$ cat src/rtl/seg_display_pkg.sv
// Shared constants for the four-digit min:sec display: digit positions,
// segment patterns and the binary-to-BCD helpers used by the scan logic.
package seg_display_pkg;

    localparam int DIGIT_COUNT = 4;

    // Full segment byte including dp; all ones is fully dark (active-low).
    localparam logic [7:0] SEG_BLANK = 8'hFF;
    localparam logic [6:0] SEG_OFF   = 7'h7F;

    // Active-low g..a patterns for digits 0-9.
    localparam logic [6:0] SEG_TABLE [10] = '{
        7'h40,  // 0
        7'h79,  // 1
        7'h24,  // 2
        7'h30,  // 3
        7'h19,  // 4
        7'h12,  // 5
        7'h02,  // 6
        7'h78,  // 7
        7'h00,  // 8
        7'h10   // 9
    };

    // Scan position; the value is also the bit of an that is driven low.
    typedef enum logic [1:0] {
        DIG_SEC_ONES = 2'd0,
        DIG_SEC_TENS = 2'd1,
        DIG_MIN_ONES = 2'd2,
        DIG_MIN_TENS = 2'd3
    } digit_e;

    function automatic logic [3:0] tens_of(input logic [5:0] v);
        logic [5:0] q;
        q = v / 6'd10;
        return q[3:0];
    endfunction

    function automatic logic [3:0] ones_of(input logic [5:0] v);
        logic [5:0] r;
        r = v % 6'd10;
        return r[3:0];
    endfunction

endpackage

$ cat src/rtl/seg_decoder.sv
// Combinational BCD digit to active-low seven-segment (g..a) decoder.
// Codes above 9 leave every segment dark.
module seg_decoder
    import seg_display_pkg::*;
(
    input  logic [3:0] digit,
    output logic [6:0] seg
);

    always_comb begin
        seg = SEG_OFF;
        if (digit <= 4'd9) begin
            seg = SEG_TABLE[digit];
        end
    end

endmodule

$ cat src/rtl/seg_display.sv
// Multiplexed four-digit min:sec driver: scans one digit per SCAN_DIV cycles,
// snapshots the time once per frame and blinks the field being adjusted.
module seg_display
    import seg_display_pkg::*;
#(
    parameter int SCAN_DIV  = 100000,
    parameter int BLINK_DIV = 25000000
) (
    input  logic       clk,
    input  logic       rst,
    input  logic [5:0] minutes,
    input  logic [5:0] seconds,
    input  logic       adj,
    input  logic       sel,
    output logic [7:0] seg,
    output logic [3:0] an
);

    localparam int SCAN_W  = (SCAN_DIV  > 1) ? $clog2(SCAN_DIV)  : 1;
    localparam int BLINK_W = (BLINK_DIV > 1) ? $clog2(BLINK_DIV) : 1;

    logic [SCAN_W-1:0]  scan_cnt;
    logic [BLINK_W-1:0] blink_cnt;
    logic               blink_on;
    digit_e             idx;
    logic [5:0]         min_snap;
    logic [5:0]         sec_snap;

    logic               scan_tick;
    logic               blink_tick;
    logic [3:0]         digit;
    logic [6:0]         seg_raw;
    logic               in_field;
    logic               blank;
    logic [7:0]         seg_next;
    logic [3:0]         an_next;

    assign scan_tick  = (scan_cnt  == SCAN_W'(SCAN_DIV - 1));
    assign blink_tick = (blink_cnt == BLINK_W'(BLINK_DIV - 1));

    // Value shown at the current scan position, taken only from the snapshot.
    always_comb begin
        digit = 4'd0;
        case (idx)
            DIG_SEC_ONES: digit = ones_of(sec_snap);
            DIG_SEC_TENS: digit = tens_of(sec_snap);
            DIG_MIN_ONES: digit = ones_of(min_snap);
            DIG_MIN_TENS: digit = tens_of(min_snap);
            default:      digit = 4'd0;
        endcase
    end

    seg_decoder u_decoder (
        .digit (digit),
        .seg   (seg_raw)
    );

    always_comb begin
        in_field = 1'b0;
        if (sel) begin
            in_field = (idx == DIG_SEC_ONES) || (idx == DIG_SEC_TENS);
        end else begin
            in_field = (idx == DIG_MIN_ONES) || (idx == DIG_MIN_TENS);
        end
        blank = adj && !blink_on && in_field;

        // dp on the minutes-ones digit forms the colon between min and sec.
        seg_next = {(idx != DIG_MIN_ONES), seg_raw};
        if (blank) begin
            seg_next = SEG_BLANK;
        end
        an_next = ~(4'b0001 << idx);
    end

    always_ff @(posedge clk) begin
        if (rst) begin
            scan_cnt  <= '0;
            idx       <= DIG_SEC_ONES;
            blink_cnt <= '0;
            blink_on  <= 1'b1;
            min_snap  <= 6'd0;
            sec_snap  <= 6'd0;
            seg       <= SEG_BLANK;
            an        <= 4'hF;
        end else begin
            seg <= seg_next;
            an  <= an_next;

            if (scan_tick) begin
                scan_cnt <= '0;
                idx      <= digit_e'(idx + 2'd1);
                // Capturing on the last digit makes the next frame consistent.
                if (idx == DIG_MIN_TENS) begin
                    min_snap <= minutes;
                    sec_snap <= seconds;
                end
            end else begin
                scan_cnt <= scan_cnt + SCAN_W'(1);
            end

            if (blink_tick) begin
                blink_cnt <= '0;
                blink_on  <= ~blink_on;
            end else begin
                blink_cnt <= blink_cnt + BLINK_W'(1);
            end
        end
    end

endmodule

$ cat config.mk
export PLATFORM = sky130hd
export DESIGN_NAME = seg_display
export DESIGN_NICKNAME = d
export VERILOG_FILES = /design/src/rtl/seg_display_pkg.sv /design/src/rtl/seg_decoder.sv /design/src/rtl/seg_display.sv
export SDC_FILE = /design/constraint.sdc
export NUM_CORES = 1
export LEC_CHECK = 0
export ABC_CLOCK_PERIOD_IN_PS = 3900
export CAP_MARGIN = 30
export CORE_MARGIN = 3
export CORE_UTILIZATION = 58
export CTS_CLUSTER_SIZE = 20
export DETAILED_ROUTE_END_ITERATION = 10
export GPL_TIMING_DRIVEN = 1
export PLACE_DENSITY_LB_ADDON = 0.25
export RECOVER_POWER = 50
export SLEW_MARGIN = 20
export SYNTH_ARGS = -nofsm -noshare
export SYNTH_HDL_FRONTEND = slang
export SYNTH_SLANG_ARGS = --single-unit
$ cat constraint.sdc
create_clock -name clk -period 3.9 [get_ports clk]
set_input_delay 1.17 -clock clk [delete_from_list [all_inputs] [get_ports clk]]
set_output_delay 1.17 -clock clk [all_outputs]
set_load 0.05 [all_outputs]
Yosys cells after proc, flatten, opt, wreduce, memory -nomap -nowiden:

Memory sizes are Yosys's and may differ from the RTL's. A register that Yosys moved wholly into a read port is not among the register bits.
Cells that the tools add are included.

* add/subtract/negate cells: 3
* reductions and logical operators: 11
* $mul: 0
* shift-type cells: 1
* equal/unequal tests: 6
* multiplexer cells: 2
* divide/modulo/power cells: 4
* $lt $le $gt $ge: 1
* bitwise logic cells: 4

Operators by type and width (count)
* $add 25x1->25 const B: 1
* $eq 25x25->1 const B: 1
* $add 17x1->17 const B: 1
* $eq 17x17->1 const B: 1
* $pmux 4 s4: 1
* $div 6x4->6 const B: 2
* $mod 6x4->6 const B: 2
* $reduce_or 2->1: 3
* $not 4->5: 1
* $eq 2x2->1 const B: 2
* $le 4x4->1 const B: 1
* $not 4->4: 1
* $shl 1x2->4 const A: 1
* $reduce_or 3->1: 1
* $add 2x1->2 const B: 1
* $eq 2x1->1 const B: 1
* $logic_and 1x1->1: 2
* $logic_not 2->1: 1
* $logic_or 1x1->1: 2
* $ne 2x2->1 const B: 1
* $not 1->1: 2
* $reduce_and 2->1: 1
* $logic_not 1->1: 1
* $mux 1: 1

* register bits after elaboration: 62
* RAM bits: 0
* latch bits: 0
* memories kept: 1
* bits of input ports: 16
* bits in read-only memories: 112
* word-level logic and storage cells: 41

Memory list
* (no name shown): words 16, bits a word 7, read ports 1, clocked after memory_dff 1, wr ports 0, RTL line seg_decoder.sv:13 `seg = SEG_TABLE[digit];`

Logic depth before layout (Yosys ltp):

Gate-level depths: netlist (run 1).

* word-level depth: 5
* gate-level depth with buffers: 16
* gate-level depth less buffers: 16

Cells and area by module:

Synthesis (run 1) repeated with hierarchy kept, for this count alone.

* cells, all modules: 425
* area total of the unflattened synthesis: 3624.7 um^2

By module, submodules not included
* seg_display: times used 1, sequential area each 1381.3 um^2, area an instance 3418.3 um^2, cells an instance 395
* seg_decoder: times used 1, sequential area each 0.0 um^2, area an instance 206.4 um^2, cells an instance 30

Worst setup path after synthesis (run 1):

No wires, ideal clock.

* kind: register to register
* start: register idx[0]
* end: register seg[6]
* data arrival time: 3.353 ns
* path slack: 0.478 ns
* buffers on the path: 1
* stages on the path, launching flop included: 17
* library setup time: 0.069 ns
* path through: dfxtp_1 > inv_1 > ha_1 > buf_6 > mux2_4 > ha_1 > a22oi_1 > o22ai_1 > or2_4 > o211a_1 > o31ai_2 > inv_1 > ha_1 > nor2_1 > nor2_1 > a21o_2 > o21ai_1

* cells in the longest elaborated chain, start to end: 5

RTL lines
* start, declared: RTL line seg_display.sv:25 `digit_e idx;`
* start signal, assigned: RTL line seg_display.sv:91 `idx <= digit_e'(idx + 2'd1);`
* $eq 2x2->1, or another cell as far along: RTL line seg_display.sv:44, seg_display.sv:63
* $pmux 4 s4, or another cell as far along: RTL line seg_display.sv:44 `case (idx)`
* $le 4x4->1 / $mux 1 (equally long branches): RTL line seg_decoder.sv:12, seg_display.sv:60
* $not 1->1 (no source line) / $logic_and 1x1->1 (equally long branches)
* $reduce_or 3->1 (no source line)
* end, declared: RTL line seg_display.sv:15 `output logic [7:0] seg,`

Several ways; a longest one is shown, not always the timed one.
A chain may end at the register's enable or synchronous reset.

Worst setup path after layout (run 1):

Same ends and word-level chain as after synthesis.

==> impl_metrics.tcl, run 1 <==
set metrics [dict create \
    status "completed" \
    htree_levels 3 \
    tightest_slew_ns 1.29 \
    ctsHoldBuffers 0 \
    cts_tree "done" \
    rows 27 \
    io_pins 28 \
    hold_viol 0 \
    clock_power_share 0.422 \
    ys.flop_type "dfxtp_1" \
    cp_max_fo 5 \
    grt_pass1_vias 2803 \
    ys_seq_area_frac 0.396 \
    p_int_mw 1.04 \
    rsz0062_at_grt "false" \
    power.density_mw_per_mm2 337 \
    via_per_inst 5.51 \
    grt_pass1_wl_um 12000 \
    worstSetupPathType "flop to flop" \
    vdd_drop_max_uv 250 \
    drt_first_pass_iters 4 \
    start_util 0.615 \
    portBuffers 27 \
    synth_area_per_cell_um2 8.55 \
    ys_async_sr_fraction 0 \
    seq_power_share 0.532 \
    final_cells 512 \
    yosys_warnings 0 \
    combinationalPowerShare 0.046 \
    skew_ns 0.00878 \
    finalInstanceArea_mm2 0.00402 \
    final.min_clock_period_ns 3.70 \
    cts_sinks 69 \
    cp_data_required_time_ns 4.17 \
    place_congestion 0.857 \
    syn_area_mm2 0.00349 \
    ys_ff_latch 69 \
    grt_start_max_net_pins 26 \
    period_share 0.948 \
    clk_pin_slew_worst_paths_ns 0.07 \
    clk_path_buf_depth 2 \
    start_kind "flop" \
    cts-buffers-inserted 9 \
    grt_overflow 0 \
    synth_edf_count 0 \
    num-nets-final 463 \
    drc_errors 0 \
    die_y_um 83.6 \
    dieArea_mm2 0.00698 \
    place_inst 496 \
    grtUsageTotal 0.206 \
    design.core.area_mm2 0.00568 \
    drtIter0Drc 216 \
    antenna_found_initial 0 \
    wl_per_cell_um 13.4 \
    diodes 0 \
    power_mw 1.35 \
    syn_nets 436 \
    cts_setup_buffers 0 \
    cts_resized 0 \
    postSynthCellCount 408 \
    nFillCells 447 \
    final.setup.tns_ns 0 \
    p_leak_nw 1.44 \
    fmaxAchievable_mhz 271 \
    vias 2819 \
    synth_cell_types 57 \
    setup_viol 0 \
    insertion_delay_ns 0.34 \
    placed_area_mm2 0.00380 \
    layout_common_cells "dfxtp_1, nor2_1, nand2_1, clkdlybuf4s50_1, xor2_1" \
    switching_power_uw 312 \
    routed_wl_um 6860 \
    drive_above_1_share 0.0955 \
    ant_nets 0 \
    area_growth_pct 15.1 \
    hold_path_class "flop to flop" \
    place_hpwl_um 5010 \
    cts_root_buf "clkbuf_8" \
    swShare 0.231 \
    finalMaxSlewViolations 0 \
    layout_commonest_cell "dfxtp_1" \
    cap_viol_max_count 0 \
    die_w_um 83.6 \
    arrival_ns 3.97 \
    max-slew-margin-rel 0.141 \
    crit_path_end_kind "flop" \
]
==> critical path: stages (launching register included) <==
cell and delay (ns):
dfxtp_1 0.36, inv_1 0.10, ha_2 0.24, mux2_2 0.40, inv_1 0.13, ha_1 0.29, a22oi_1 0.22, o22ai_1 0.15
or2_4 0.31, o211a_1 0.25, o31ai_4 0.24, inv_1 0.11, ha_1 0.26, nor2_1 0.18, nor2_1 0.06, a21o_2 0.21
o21ai_1 0.11
==> Yosys cell counts, drive strengths merged, types with 4 or more instances <==
| cell type | n | area [um^2] |
|---|---|---|
| nand2 | 46 | 173 |
| o21ai | 8 | 43.8 |
| inv | 18 | 67.6 |
| nand2b | 5 | 31.3 |
| mux2 | 7 | 82.6 |
| mux2i | 12 | 145 |
| nor2 | 65 | 244 |
| and3 | 9 | 56.3 |
| ha | 12 | 150 |
| xor2 | 22 | 193 |
| o31ai | 4 | 40.0 |
| nand4 | 9 | 56.3 |
| clkbuf | 11 | 41.3 |
| nand3 | 17 | 85.1 |
| a21oi | 19 | 95.1 |
| dfxtp | 69 | 1380 |
| xnor2 | 18 | 158 |
| buf | 4 | 35.0 |
| nor3 | 7 | 35.0 |
| or2 | 6 | 40.0 |
==> area by class of cell <==
class,count,area (um^2),share of cell area
Clock buffer,11,131,0.0327
Clock inverter,5,61.3,0.0153
Inverter,18,67.6,0.0168
Multi-Input combinational cell,306,1990,0.495
Sequential cell,69,1380,0.344
Tap cell,72,90.1,0.0224
Timing Repair Buffer,31,297,0.0738
==> power by group through the flow <==
stage	combinational, mW	clock, mW	sequential, mW
6_report	0.0626	0.570	0.719
4_1_cts	0.0642	0.577	0.719
5_1_grt	0.0686	0.604	0.720
3_3_place_gp	0.0623	0	0.735
2_1_floorplan	0.0217	0	0.748
3_5_place_dp	0.0640	0	0.735
==> worst paths after layout <==
path,depth (start not counted),slack (ns),from,end
worst max-delay path,16,0.20,idx[0],seg[6]
worst max register to register,16,0.20,idx[0],seg[6]
worst min register to register,1,0.46,scan_cnt[0],scan_cnt[0]
worst min-delay path,1,0.46,scan_cnt[0],scan_cnt[0]
==> metal layers <==
layer | global-route usage | part of all wire | vias to the layer above
met1 | 0.261 | 0.48 | 1303
met4 | 0.0702 | 0.014 | 0
met3 | 0.0464 | 0.044 | 9
li1 | - | - | 1448
met2 | 0.345 | 0.46 | 59
met5 | 0 | 0 | -
==> cells by family (layout without fill, tap and decap cells) <==
logic type / Yosys count / count (layout) / synth area share
compound gates: 56 / 56 / 0.115
xor+xnor: 40 / 40 / 0.100
flops: 69 / 69 / 0.396
buf+inv: 33 / 65 / 0.0412
fa+ha+maj: 12 / 12 / 0.0430
simple gates: 179 / 179 / 0.240
mux: 19 / 19 / 0.0653
==> stage by stage <==
stage               hold WS [ns]  worst slack (ns)   util
floorplan                  0.418             0.478      -
CTS                        0.460             0.193  0.704
global placement           0.429             0.405  0.670
global route               0.480            0.0118  0.708
detailed placement         0.449             0.224  0.670
finish                     0.455             0.204  0.708
==> sequential cells by signal, summed over array words and instances, names as in the netlist <==
name and flops:
an 4, blink_cnt 25, blink_on 1, idx 2, min_snap 6, scan_cnt 17
sec_snap 6, seg 8
(Power assumes the default switching activity.)
==> run 2, diff against run 1 <==
MAX_ROUTING_LAYER = met4   (was default)
==> run 2 against run 1 <==
  * Cell area unchanged
  * Fmax decreased by 0.62%
  * Global-route usage increased by 0.56 points
  * Largest power group unchanged
==> impl_metrics.tcl, run 2 (synthesis results as in run 1) <==
set metrics [dict create \
    status "completed" \
    routed_wl_um 6890 \
    portBuffers 27 \
    grt_start_max_net_pins 26 \
    multiInputGateArea_mm2 0.00199 \
    cp_max_fo 5 \
    slowest_stage "mux2_2" \
    max_stage_delay_ns 0.40 \
    cts_sinks 69 \
    power_mw 1.35 \
    area_growth_pct 15.1 \
    drtIter0Drc 221 \
    die_w_um 83.6 \
    insertion_delay_ns 0.34 \
    hold_start "scan_cnt[0]" \
    ff_latch_area_mm2 0.00138 \
    dieArea_mm2 0.00698 \
    worstSetupPathType "flop to flop" \
    reg2reg_slack_ns 0.18 \
    crit_path_end_kind "flop" \
    timing.rr.start "idx[0]" \
    power.density_mw_per_mm2 336 \
    rows 27 \
    arrival_ns 3.99 \
    min_path_cells 1 \
    skew_ns 0.0102 \
    wl_per_cell_um 13.4 \
    grt_pass1_wl_um 12000 \
    drt_first_pass_iters 5 \
    hold_path_class "flop to flop" \
    tightest_slew_ns 1.29 \
    final.min_clock_period_ns 3.72 \
    largest_reg_flops 25 \
    clk_path_buf_depth 2 \
    via_per_inst 5.53 \
    nFillCells 447 \
    hold_end "scan_cnt[0]" \
    cap_viol_max_count 0 \
    htree_levels 3 \
    diodes 0 \
    timing.hold.ws_ns 0.455 \
    use_met1 0.260 \
    design.core.area_mm2 0.00568 \
    cp_data_required_time_ns 4.17 \
    layout_commonest_cell "dfxtp_1" \
    final_cells 512 \
    drc_errors 0 \
    fmaxAchievable_mhz 269 \
    max-slew-margin-rel 0.139 \
    num-nets-final 463 \
    rsz0062_at_grt "false" \
    reg.largest.list "blink_cnt: 25 flops, scan_cnt: 17 flops, seg: 8 flops" \
    die_y_um 83.6 \
    final.setup.tns_ns 0 \
    grt_use_met3 0.0464 \
    grtUsageTotal 0.211 \
    io_pins 28 \
    grt_overflow 0 \
    vdd_drop_max_uv 250 \
    place_congestion 0.870 \
    cts_root_buf "clkbuf_8" \
    clk_pin_slew_worst_paths_ns 0.07 \
    crit_path_frequent_cell "inv_1" \
    vias 2833 \
    drive_above_1_share 0.0955 \
    met2_usage 0.345 \
    ant_nets 0 \
    grt_pass1_vias 2806 \
    crit_chain "inv_1 -> ha_2 -> mux2_2 -> inv_1 -> ha_1 -> a22oi_1 -> o22ai_1 -> or2_4 -> o211a_1 -> o31ai_4 -> inv_1 -> ha_1 -> nor2_1 -> nor2_1 -> a21o_2 -> o21ai_1" \
    setup_viol 0 \
    layout_common_cells "dfxtp_1, nor2_1, nand2_1, clkdlybuf4s50_1, xor2_1" \
    period_share 0.954 \
    finalMaxSlewViolations 0 \
    cts_setup_buffers 0 \
    top_usage_layer "met2" \
    start_kind "flop" \
    p_leak_nw 1.44 \
    cts_resized 0 \
    reg2reg_depth 16 \
    hold_viol 0 \
    place_inst 496 \
    antenna_found_initial 0 \
    start_util 0.615 \
    cts_tree "done" \
    cts-buffers-inserted 9 \
    ctsHoldBuffers 0 \
    r2r_end "seg[6]" \
    place_hpwl_um 5010 \
    top_register "blink_cnt" \
]
run 2: cell counts in the layout (fill, tap and decap cells not counted):
No cell type changed its count.
run 2: metrics by stage:
step / setup WS, ns / cell area [um^2] / utilization
2_1_floorplan: 0.478 / 3490 / -
5_1_grt: 0.0140 / 4020 / 0.708
3_3_place_gp: 0.405 / 3800 / 0.670
4_1_cts: 0.193 / 4000 / 0.704
3_5_place_dp: 0.224 / 3800 / 0.670
6_report: 0.181 / 4020 / 0.708
run 2: worst max path at each step:
stage / start / endpoint / slack (ns) / cells past startpoint
finish: idx[0] / seg[6] / 0.18 / 16
global route: idx[0] / seg[6] / 0.01 / 16
CTS: idx[0] / seg[0] / 0.19 / 15
detailed placement: idx[0] / seg[0] / 0.22 / 15
global placement: idx[0] / seg[0] / 0.40 / 15
floorplan: idx[0] / seg[6] / 0.48 / 16
run 2: layout make-up:
cell class	count	share of cell area
Sequential cell	69	0.344
Clock buffer	11	0.0327
Timing Repair Buffer	31	0.0738
Clock inverter	5	0.0153
Tap cell	72	0.0224
Multi-Input combinational cell	306	0.495
Inverter	18	0.0168
run 2: per-layer routing:
metal | up-vias | routed length [um]
met5 | - | 0
met1 | 1317 | 3340
met2 | 55 | 3170
met3 | 9 | 279
li1 | 1452 | -
met4 | 0 | 93
run 2: critical path: cells and delay by family (launching register included):
family	cells	cell delay, ns
flip-flops	1	0.36
adder cells (fa/ha/maj)	3	0.79
buffers and inverters	3	0.34
multiplexers	1	0.40
AO/OA/AOI/OAI	6	1.18
AND/OR/NAND/NOR	3	0.58
run 2: report_power, final:
group | switching (mW) | total [mW] | internal [mW]
Clock | 0.270 | 0.568 | 0.298
Combinational | 0.0350 | 0.0627 | 0.0277
Sequential | 0.00538 | 0.719 | 0.713
==> run 3, diff against run 2 <==
CORE_ASPECT_RATIO = 1.2   (was default)
==> run 3 against run 2 <==
  * Clock skew fell by 0.0029 ns
  * Clock power shrank 7.0%
  * Setup slack gained 0.027 ns
  * Critical path depth unchanged
  * Clock-buffer cell count increased by 1
  * Flip-flop and latch count is the same
  * Largest cell class unchanged
  * Largest power group unchanged
==> impl_metrics.tcl, run 3 (synthesis results as in run 1) <==
set metrics [dict create \
    finalMaxSlewViolations 0 \
    max-slew-margin-rel 0.313 \
    ant_nets 0 \
    dieArea_mm2 0.00699 \
    rows 30 \
    die_w_um 76.8 \
    diodes 0 \
    grt_start_max_net_pins 26 \
    clk_path_buf_depth 2 \
    dp_slack_ns 0.234 \
    largest_reg_flops 25 \
    area_growth_pct 16.0 \
    cp_max_fo 6 \
    max_stage_delay_ns 0.39 \
    vdd_drop_max_uv 217 \
    crit_chain "inv_1 -> ha_4 -> mux2_2 -> inv_1 -> ha_1 -> a22oi_1 -> o22ai_1 -> or2_4 -> o211a_1 -> o31ai_4 -> inv_1 -> ha_1 -> nor2_2 -> nor2_1 -> a21o_2 -> o21ai_1" \
    tightest_slew_ns 1.03 \
    cts_sinks 69 \
    fmaxAchievable_mhz 271 \
    place_hpwl_um 4940 \
    status "completed" \
    period_share 0.947 \
    timing.hold.ws_ns 0.451 \
    cp_data_required_time_ns 4.18 \
    hold_path_class "flop to flop" \
    final.setup.tns_ns 0 \
    layout_setup_ws_ns 0.208 \
    layout_commonest_cell "dfxtp_1" \
    placed_area_mm2 0.00382 \
    grt_pass1_vias 2818 \
    drt_first_pass_iters 4 \
    start_kind "flop" \
    p_leak_nw 1.45 \
    power.density_mw_per_mm2 324 \
    num-nets-final 466 \
    hold_viol 0 \
    top_register "blink_cnt" \
    drtIter0Drc 171 \
    cts-buffers-inserted 9 \
    design.core.area_mm2 0.00574 \
    wl_per_cell_um 13.4 \
    grt_pass1_wl_um 12200 \
    start_util 0.608 \
    routed_wl_um 7010 \
    final_cells 523 \
    finalInstanceArea_mm2 0.00405 \
    slowest_stage "mux2_2" \
    post-route-util 0.705 \
    drc_errors 0 \
    reg.largest.list "blink_cnt: 25 flops, scan_cnt: 17 flops, seg: 8 flops" \
    arrival_ns 3.97 \
    skew_ns 0.00731 \
    crit_path_end_kind "flop" \
    place_congestion 0.975 \
    grt_overflow 0 \
    die_y_um 91.0 \
    place_inst 505 \
    vias 2875 \
    grtUsageTotal 0.220 \
    via_per_inst 5.50 \
    antenna_found_initial 0 \
    crit_path_frequent_cell "inv_1" \
    layout_common_cells "dfxtp_1, nor2_1, nand2_1, clkdlybuf4s50_1, xor2_1" \
    final.min_clock_period_ns 3.69 \
    setup_viol 0 \
    cts_tree "done" \
    insertion_delay_ns 0.35 \
    drive_above_1_share 0.106 \
    power_mw 1.31 \
    cap_viol_max_count 0 \
    clk_pin_slew_worst_paths_ns 0.08 \
    portBuffers 27 \
    worstSetupPathType "flop to flop" \
    io_pins 28 \
    cts_root_buf "clkbuf_8" \
    htree_levels 3 \
]
-- run 3: cell count changes in the layout (fill, tap and decap cells not counted), sizes merged --
cell      previous run  this run
clkbuf              12        13
buf                  3         6
bufinv               1         0
clkinvlp             0         1
clkinv               4         3
-- run 3: path summary, 6_finish.rpt --
path         depth (start not counted)  slack, ns         from           to
min reg2reg                          1       0.45  scan_cnt[0]  scan_cnt[0]
max                                 16       0.21       idx[0]       seg[6]
max reg2reg                         16       0.21       idx[0]       seg[6]
min                                  1       0.45  scan_cnt[0]  scan_cnt[0]
-- run 3: what timing repair did --
| action | 4_1_cts | 5_1_grt |
|---|---|---|
| resized for setup | 0 | 7 |
| setup endpoints to repair | 0 | 7 |
| setup buffers | 0 | 2 |
| hold buffers | 0 | 0 |
-- run 3: area by class of cell --
cell class              count  area (um^2)
clock buffers              12          155
clock inverters             4         22.5
fillers                   461         1700
inverters                  18         67.6
multi-input cells         306         2000
flip-flops and latches     69         1380
well taps                  80          100
repair buffers             34          319
-- run 3: report_power, final --
| group | total, mW | switching [mW] | internal (mW) |
|---|---|---|---|
| clock | 0.528 | 0.266 | 0.262 |
| combinational | 0.0624 | 0.0347 | 0.0277 |
| sequential | 0.719 | 0.00578 | 0.713 |
| total | 1.31 | 0.306 | 1.00 |
-- run 3: metal layers --
| metal | vias to the layer above | track usage | part of all wire |
|---|---|---|---|
| met3 | 18 | 0.0635 | 0.039 |
| met1 | 1351 | 0.237 | 0.44 |
| met4 | 0 | 0.0891 | 0.021 |
| li1 | 1456 | - | - |
| met5 | - | - | 0 |
| met2 | 50 | 0.376 | 0.50 |
-- run 3: critical path: cells and delay by family (launching register included) --
family	cells	cell delay, ns
AOI/OAI and AO/OA	6	1.26
adders and majority gates	3	0.74
buffers and inverters	3	0.38
DFF	1	0.35
muxes	1	0.39
and+or+nand+nor	3	0.51
